==> src/rtl/snake_move_scheduler.sv <==
// Snake move scheduler: periodic MOVE_TICK with a score-dependent period, and
// arbitration of the direction buttons. Optional pause feature: SNAKE_PAUSE_EN.
module snake_move_scheduler #(
    parameter int TICK_DIV   = 10_000_000,
    parameter int SPEED_STEP = 500_000,
    parameter int MIN_DIV    = 2_000_000,
    parameter int CNT_W      = 24,
    parameter int SCORE_W    = 4
) (
    input  logic               CLK,
    input  logic               RESET,
    input  logic [1:0]         MSM_STATE,
    input  logic               BTNU,
    input  logic               BTNL,
    input  logic               BTNR,
    input  logic               BTND,
    input  logic [SCORE_W-1:0] SCORE_IN,
`ifdef SNAKE_PAUSE_EN
    input  logic               BTNC,
    output logic               PAUSED,
`endif
    output logic [1:0]         DIRECTION,
    output logic               MOVE_TICK
);
    localparam int PW = CNT_W + SCORE_W;
    localparam logic [1:0] DIR_RIGHT = 2'b10;

`ifdef SNAKE_PAUSE_EN
    localparam int NB = 5;
    logic [NB-1:0] raw;
    assign raw = {BTNC, BTND, BTNR, BTNL, BTNU};
`else
    localparam int NB = 4;
    logic [NB-1:0] raw;
    assign raw = {BTND, BTNR, BTNL, BTNU};
`endif

    typedef enum logic [1:0] {S_IDLE, S_RUN, S_HALT} state_t;
    state_t state_reg, state_next;

    logic [NB-1:0]    press;
    logic [CNT_W-1:0] cnt_reg;
    logic [PW-1:0]    per_reg;
    logic [1:0]       pending_reg;
    logic [PW-1:0]    step_prod;
    logic [PW-1:0]    per_now;
    logic [PW-1:0]    per_cur;
    logic             tick_hit;
    logic             win_valid;
    logic [1:0]       win_dir;
    logic             accept;
    logic             pause_active;

    // Per button: two synchroniser flops followed by a one-flop edge detector.
    // Bit index matches the direction code (0 up, 1 left, 2 right, 3 down).
    for (genvar gi = 0; gi < NB; gi++) begin : g_sync
        logic [2:0] sh_reg;
        always_ff @(posedge CLK or posedge RESET) begin
            if (RESET) sh_reg <= '0;
            else       sh_reg <= {sh_reg[1:0], raw[gi]};
        end
        assign press[gi] = sh_reg[1] & ~sh_reg[2];
    end

    // Period computed wide so the subtraction can never wrap.
    always_comb begin
        step_prod = PW'(SCORE_IN) * PW'(SPEED_STEP);
        if (step_prod >= PW'(TICK_DIV - MIN_DIV)) per_now = PW'(MIN_DIV);
        else                                      per_now = PW'(TICK_DIV) - step_prod;
        per_cur  = (cnt_reg == '0) ? per_now : per_reg;
        tick_hit = ({{SCORE_W{1'b0}}, cnt_reg} == per_cur - PW'(1));
    end

    always_comb begin
        win_valid = 1'b1;
        win_dir   = 2'b00;
        if      (press[0]) win_dir = 2'b00;
        else if (press[1]) win_dir = 2'b01;
        else if (press[2]) win_dir = 2'b10;
        else if (press[3]) win_dir = 2'b11;
        else               win_valid = 1'b0;
        // Opposite directions differ in both bits.
        accept = win_valid && (win_dir != ~DIRECTION);
    end

    always_ff @(posedge CLK or posedge RESET) begin
        if (RESET) state_reg <= S_IDLE;
        else       state_reg <= state_next;
    end

    always_comb begin
        state_next = state_reg;
        case (state_reg)
            S_IDLE: if (MSM_STATE == 2'b01) state_next = S_RUN;
            S_RUN: begin
                if (MSM_STATE == 2'b00)   state_next = S_IDLE;
                else if (MSM_STATE[1])    state_next = S_HALT;
            end
            S_HALT: begin
                if (MSM_STATE == 2'b00)      state_next = S_IDLE;
                else if (MSM_STATE == 2'b01) state_next = S_RUN;
            end
            default: state_next = S_IDLE;
        endcase
    end

`ifdef SNAKE_PAUSE_EN
    logic paused_reg;
    always_ff @(posedge CLK or posedge RESET) begin
        if (RESET)                                     paused_reg <= 1'b0;
        else if (state_next != S_RUN)                  paused_reg <= 1'b0;
        else if (state_reg == S_RUN && press[NB-1])    paused_reg <= ~paused_reg;
    end
    assign PAUSED       = paused_reg;
    assign pause_active = paused_reg;
`else
    assign pause_active = 1'b0;
`endif

    always_ff @(posedge CLK or posedge RESET) begin
        if (RESET) begin
            cnt_reg     <= '0;
            per_reg     <= '0;
            pending_reg <= DIR_RIGHT;
            DIRECTION   <= DIR_RIGHT;
            MOVE_TICK   <= 1'b0;
        end else begin
            MOVE_TICK <= 1'b0;
            case (state_reg)
                S_IDLE: begin
                    cnt_reg     <= '0;
                    pending_reg <= DIR_RIGHT;
                    DIRECTION   <= DIR_RIGHT;
                end
                S_RUN: begin
                    if (!pause_active) begin
                        if (cnt_reg == '0) per_reg <= per_now;
                        if (tick_hit) begin
                            cnt_reg   <= '0;
                            MOVE_TICK <= 1'b1;
                            DIRECTION <= pending_reg;
                        end else begin
                            cnt_reg <= cnt_reg + CNT_W'(1);
                        end
                        // A press on the tick edge lands in pending, not DIRECTION.
                        if (accept) pending_reg <= win_dir;
                    end
                end
                default: ;
            endcase
        end
    end
endmodule

==> config.mk <==
export PLATFORM = sky130hd
export DESIGN_NAME = snake_move_scheduler
export DESIGN_NICKNAME = d
export VERILOG_FILES = /design/src/rtl/snake_move_scheduler.sv
export SDC_FILE = /design/constraint.sdc
export NUM_CORES = 1
export LEC_CHECK = 0
export CELL_PAD_IN_SITES_DETAIL_PLACEMENT = 0
export CELL_PAD_IN_SITES_GLOBAL_PLACEMENT = 1
export CORE_UTILIZATION = 53
export CTS_CLUSTER_DIAMETER = 30
export DETAILED_ROUTE_END_ITERATION = 16
export PLACE_DENSITY_LB_ADDON = 0.05
export SETUP_SLACK_MARGIN = 0.3
export SYNTH_ARGS = -nofsm -noshare
export SYNTH_HDL_FRONTEND = slang
export SYNTH_SLANG_ARGS = --single-unit
==> constraint.sdc <==
create_clock -name CLK -period 10.8 [get_ports CLK]
set_input_delay 2.16 -clock CLK [delete_from_list [all_inputs] [get_ports CLK]]
set_output_delay 2.16 -clock CLK [all_outputs]
set_load 0.05 [all_outputs]
==> reports/qor.yml, run 1 <==
logic_synthesis:
  dominantRegCellSynth: "dfrtp_1"
  post-synth-top-area-cell: "dfrtp_1"
  asyncSetResetFlopFracSynth_pct: 100.0
  synthesis.instances: 737
  ys_seq_area_share_pct: 28.32
  synth.yosys.warnings: 0
  yosysMostFrequentCell: "nand2_1"
  netlist_area_mm2: 0.006282
  post_synth_num_cell_types: 93
  postSynthRegisterBits: 71
  yosys.area.top_type_share_pct: 27.48
  avgSynthCellArea_um2: 8.524
  synthTopCellsByCount: "nand2_1 (97), dfrtp_1 (69), nor2_1 (54), nor3_1 (31), xnor2_1 (30)"
  synth-edff-count: 0
  synth_nets: 776
  post_synth_main_area_contributors: "dfrtp_1 (27%), nand2_1 (5.8%), ha_1 (4.4%)"
placement:
  gp_routability_congestion: 0.8599
  placed_cells: 854
  port_buffers: 14
  dp.final_hpwl_mm: 11.53
setup_path:
  criticalPathCategory: "in2reg"
  crit_path_max_fanout: 26
  start_kind: "input port"
  critical_path.most_common_cell: "inv_1"
  arrival_ns: 8.84
  register_to_register_setup_slack_ns: 4.99
  worst_path_max_delay_cell: "nor4_4"
  worstPathCellList: "clkdlybuf4s50_1 > inv_1 > ha_1 > inv_1 > fa_1 > inv_1 > fa_1 > nor2b_1 > o21a_1 > xnor2_2 > nor4_4 > or2_1 > o211ai_2 > nor4_2 > and3_1 > a31oi_1 > a221o_1 > o21ai_4 > o21ai_0"
  critPathCaptureType: "flip-flop"
  worstPathRequired_ns: 10.98
  timing.critical_path.slowest_cell_delay_ns: 0.84
drt:
  route.antenna.remaining_nets: 0
  drt_iter0_markers: 335
  drcViolationCount: 0
  via_per_inst: 6.244
  routed-via-count: 5432
  routed_wire_per_std_cell_um: 17.74
  route.final.wire_length_mm: 15.44
  detailedRoute.firstPassIterationCount: 7
clock_network:
  clkTransAtPathRegs_ns: 0.06
  ctsResizeCount: 0
  cts_setup_buffers: 0
  cts_sinks: 71
  cts_hold_buffers: 0
  cts.path.max_buffers: 2
  cts-htree-levels: 3
  tritoncts: "done"
  cts.root.buffer_cell: "clkbuf_16"
  clock_latency_ns: 0.35
  cts_inserted_buffers: 9
layout:
  final-instance-count-excl-fill: 870
  synthToLayoutAreaGrowth_pct: 6.811
  n_antenna_cell: 0
  drive_gt1_share_pct: 11.69
  largest_register_ff_count: 28
  fin_nets: 761
  layout.filler_cells: 1015
  postLayoutCoreUtil_pct: 58.52
floorplan:
  fp.dieW_um: 110.9
  die_area_mm2: 0.01229
  die_y_um: 110.9
  rows: 39
  floorplan.io_pins: 15
  placeableCoreArea_mm2: 0.01147
  initial_core_util_pct: 54.78
sta:
  fmaxAchievable_mhz: 115.6
  hold_violations: 0
  fin_skew_ns: 0.008843
  final.period_utilization_pct: 80.12
  grt_setup_unrepaired: "false"
  finalWorstPathRequiredPeriod_ns: 8.653
  timing_worst_slew_pin_value_ns: 1.130
  finalSetupViolations: 0
  sum_of_negative_setup_slack_ns: 0
  timing.max_slew.rel_slack_pct: 24.48
  final-max-slew-violation-count: 0
flow_run:
  cap_viol_max_count: 0
pwr:
  power.combinational.fraction_pct: 41.8
  swShare_pct: 39.39
  p_int_mw: 0.6751
  power.static_leakage_nw: 2.681
  clock_power_share_pct: 29.1
  p_per_cell_area_mw_per_mm2: 166.0
  power.net_switching_mw: 0.4387
  ir_worst_vdd_uv: 126.2
  seq_power_share_pct: 29.1
global_routing:
  globalRoute.totalOverflow: 0
  track_usage_pct: 26.16
  initial_antenna_violation_count: 0
  grt_pass1_vias: 5079
  grt_start_max_net_pins: 72
  global_route_wire_length_before_repair_mm: 25.93
outcome:
  status: "completed"
hold_path:
  min_path_type: "reg2reg"
-- critical path: cells and delay by family --
kind	cells	cell delay (ns)
AND/OR/NAND/NOR	5	2.01
XOR/XNOR	1	0.21
buffers and inverters	4	1.11
adder cells (fa/ha/maj)	3	1.31
AO/OA/AOI/OAI	6	2.02
-- per-stage QoR --
stage                     cell area [um2]  total power, mW  hold slack (ns)  setup slack, ns
after floorplan                      6282           0.6972           0.3312            4.072
after global placement               6390           0.7775           0.3330            2.010
after detailed placement             6390           0.7885           0.3347            1.769
after CTS                            6710            1.116           0.3481            2.123
after global routing                 6710            1.180           0.3513            1.589
final                                6710            1.114           0.3474            2.147
-- path summary, 6_finish.rpt --
kind,from,endpoint,depth (start not counted)
worst min-delay path,g_sync[3].sh_reg[0],g_sync[3].sh_reg[1],0
worst max-delay path,SCORE_IN[1],cnt_reg[20],19
min in group asynchronous,RESET,per_reg[20],3
worst max register to register,cnt_reg[0],cnt_reg[20],17
max in group asynchronous,RESET,per_reg[8],3
worst min register to register,g_sync[3].sh_reg[0],g_sync[3].sh_reg[1],0
-- per-layer routing --
metal | routed length, um | track usage (%) | share of wire [%]
met1 | 7257 | 35.71 | 47
met2 | 7281 | 42.73 | 47
met3 | 644 | 4.265 | 4.2
met4 | 255 | 7.378 | 1.7
met5 | 0 | 0 | 0
-- power groups by stage --
stage / Sequential (mW) / Combinational, mW / Clock [mW]
final: 0.324 / 0.466 / 0.324
after global routing: 0.329 / 0.511 / 0.340
after CTS: 0.324 / 0.462 / 0.331
after detailed placement: 0.329 / 0.460 / 0
after global placement: 0.327 / 0.450 / 0
after floorplan: 0.322 / 0.376 / 0
-- logic make-up after synthesis --
family	count (synthesis)	share of synthesized area, %
and+or+nand+nor	311	26.53
AOI/OAI and AO/OA	191	23.38
DFF	71	28.32
buffers and inverters	69	5.318
xor gates and xnor gates	47	6.791
adders and majority gates	27	5.975
muxes	21	3.684
-- area by class of cell --
class | count | area [um2] | area share (%)
Multi-Input combinational cell | 597 | 4172 | 62.17
Clock inverter | 7 | 95.09 | 1.417
Tap cell | 143 | 178.9 | 2.666
Inverter | 26 | 97.59 | 1.454
Timing Repair Buffer | 17 | 162.7 | 2.424
Sequential cell | 71 | 1779 | 26.52
Clock buffer | 9 | 225.2 | 3.356
-- cells in the final DEF, fill, tap and decap left out, types with 4 or more instances in the layout --
master	synthesis	layout
a211oi_1	6	6
a21boi_0	4	4
a21oi_1	27	27
a311oi_1	4	4
a31oi_1	10	10
and2_1	12	12
and3_1	13	13
clkbuf_16	0	9
clkdlybuf4s50_1	0	14
dfrtp_1	69	69
fa_1	5	5
ha_1	22	22
inv_1	26	25
mux2i_1	16	16
nand2_1	97	97
nand2b_1	5	5
nand3_1	20	20
nand4_1	9	9
nor2_1	54	53
nor2b_1	15	15
nor3_1	31	31
nor3b_1	7	7
nor4_1	10	10
nor4b_1	5	5
o211a_1	6	6
o211ai_1	7	7
o21a_1	5	5
o21ai_0	26	26
o21ai_2	20	20
o31a_1	6	6
o31ai_1	19	19
xnor2_1	30	30
xor2_1	15	15
No activity file was read; power rests on OpenSTA's default activity.
==> run 2: changes to the inputs <==
CORE_UTILIZATION = 49   (was 53)
clock period = 8.81 ns   (was 10.8 ns; I/O delays follow)
==> run 2 against run 1 <==
Effect of this change:
- critical path depth unchanged
- final cell count up 3.2%
- clock-buffer cell count up 4
- global-route usage down 0.58 points
- first-iteration DRC count up 1.8%
- worst setup slack worse by 0.94 ns
- final area up 0.88%
- worst hold slack better by 0.0040 ns
- routed wire length up 2.2%
- sequential share of layout area down 0.23 points
- clock power up 24%
==> reports/qor.yml, run 2 (synthesis results as in run 1) <==
hold_path:
  min_path_type: "reg2reg"
  worst_hold_path.num_cells: 0
placement:
  gp_routability_congestion: 0.8766
  port_buffers: 14
  preCtsSetupSlack_ns: 0.8695
  dp.final_hpwl_mm: 11.71
global_routing:
  globalRoute.totalOverflow: 0
  grt_pass1_vias: 5131
  track_usage_pct: 25.58
  initial_antenna_violation_count: 0
  grt_start_max_net_pins: 72
  global_route_wire_length_before_repair_mm: 26.32
setup_path:
  worstPathRequired_ns: 9.02
  path_depth: 19
  timing.reg2reg.worst_path_depth: 17
  criticalPathCategory: "in2reg"
  critPathCaptureType: "flip-flop"
  start_kind: "input port"
  crit_path_max_fanout: 25
  worstPathCellList: "clkdlybuf4s50_1 > fa_1 > inv_1 > fa_1 > inv_1 > ha_1 > o21ai_1 > o2111a_1 > nor4_4 > or4_4 > o21ai_1 > or2_1 > nor3_1 > and3_1 > a31oi_1 > a221o_1 > o21ai_4 > buf_4 > o21ai_0"
  arrival_ns: 7.80
  timing.critical_path.slowest_cell_delay_ns: 0.71
  worst_path_max_delay_cell: "clkdlybuf4s50_1"
  cp_top_family: "simple AND/OR/NAND/NOR gates"
  crit_buf_inv: 4
clock_network:
  ctsResizeCount: 0
  cts-htree-levels: 3
  cts_hold_buffers: 0
  tritoncts: "done"
  cts.path.max_buffers: 2
  clkTransAtPathRegs_ns: 0.06
  cts_sinks: 71
  cts_inserted_buffers: 9
  cts_setup_buffers: 0
  clock_latency_ns: 0.35
  cts.root.buffer_cell: "clkbuf_16"
outcome:
  status: "completed"
drt:
  detailedRoute.firstPassIterationCount: 5
  route.antenna.remaining_nets: 0
  route.final.wire_length_mm: 15.78
  maxUsedRoutingLayer: "met4"
  routed-via-count: 5349
  routed_wire_per_std_cell_um: 17.57
  routed-wl-met2_mm: 7.329
  route.met3.wl_um: 663
  detail_route.wirelength.met1_mm: 7.560
  drcViolationCount: 0
  via_per_inst: 5.957
  drt_iter0_markers: 341
layout:
  mostFrequentLayoutCells: "nand2_1 (97), dfrtp_1 (69), nor2_1 (53), nor3_1 (31), xnor2_1 (30)"
  fin_nets: 764
  drive_gt1_share_pct: 11.78
  layout.filler_cells: 1157
  largest_register_ff_count: 28
  final_common_cell: "nand2_1"
  n_antenna_cell: 0
  synthToLayoutAreaGrowth_pct: 7.747
sta:
  finalSetupViolations: 0
  fin_skew_ns: 0.007321
  timing.max_slew.rel_slack_pct: 26.66
  setup_ws_ns: 1.211
  sum_of_negative_setup_slack_ns: 0
  grt_setup_unrepaired: "false"
  fin_hold_ws_ns: 0.3514
  hold_violations: 0
  final-max-slew-violation-count: 0
  timing_worst_slew_pin_value_ns: 1.097
  final.period_utilization_pct: 86.25
  finalWorstPathRequiredPeriod_ns: 7.599
  fmaxAchievable_mhz: 131.6
pwr:
  ir_worst_vdd_uv: 92.45
  p_per_cell_area_mw_per_mm2: 202.3
  power.static_leakage_nw: 2.700
  p_total_mw: 1.369
floorplan:
  die_y_um: 115.2
  fp.dieW_um: 115.2
  initial_core_util_pct: 51.23
  rows: 40
  floorplan.io_pins: 15
  die_area_mm2: 0.01328
  placeableCoreArea_mm2: 0.01226
flow_run:
  cap_viol_max_count: 0
[run 2: where the power goes]
group | leakage [nW] | internal [mW] | switching, mW
Clock | 0.160 | 0.263 | 0.139
Sequential | 0.918 | 0.365 | 0.0323
Combinational | 1.62 | 0.216 | 0.354
Total | 2.70 | 0.844 | 0.525
[run 2: path summary, 6_finish.rpt]
path	start	to	slack (ns)
worst max-delay path	SCORE_IN[2]	cnt_reg[20]	1.21
worst min-delay path	g_sync[1].sh_reg[0]	g_sync[1].sh_reg[1]	0.35
worst max register to register	cnt_reg[0]	cnt_reg[20]	3.28
worst min register to register	g_sync[1].sh_reg[0]	g_sync[1].sh_reg[1]	0.35
max in group asynchronous	RESET	cnt_reg[5]	6.18
min in group asynchronous	RESET	per_reg[21]	2.02
[run 2: layout make-up]
type	count	area, um2	share of cell area (%)
multi-input combinational	597	4172	61.63
sequential	71	1779	26.28
clock buffer	13	260.3	3.845
tap	168	210.2	3.105
timing repair buffer	20	185.2	2.736
inverter	26	97.59	1.442
clock inverter	3	65.06	0.9612
[run 2: routing by layer]
layer | vias up | track usage (%)
li1 | 2670 | -
met1 | 2538 | 34.91
met2 | 125 | 41.61
met3 | 16 | 3.901
met4 | 0 | 8.139
met5 | - | 0
[run 2: metrics by stage]
stage / cell area [um2] / instances / utilization, %
floorplan: 6282 / 737 / -
global placement: 6444 / 882 / 52.55
detailed placement: 6444 / 882 / 52.55
CTS: 6769 / 898 / 55.20
global route: 6769 / 898 / 55.20
finish: 6769 / 898 / 55.20
[run 2: worst register-to-register path, delay by kind of cell (launching register included)]
kind                     cells  cell delay [ns]
AO/OA/AOI/OAI                5             1.29
XOR/XNOR                     1             0.17
adder cells (fa/ha/maj)      2             0.54
buffers and inverters        2             0.49
flip-flops                   1             0.46
AND/OR/NAND/NOR              7             2.43
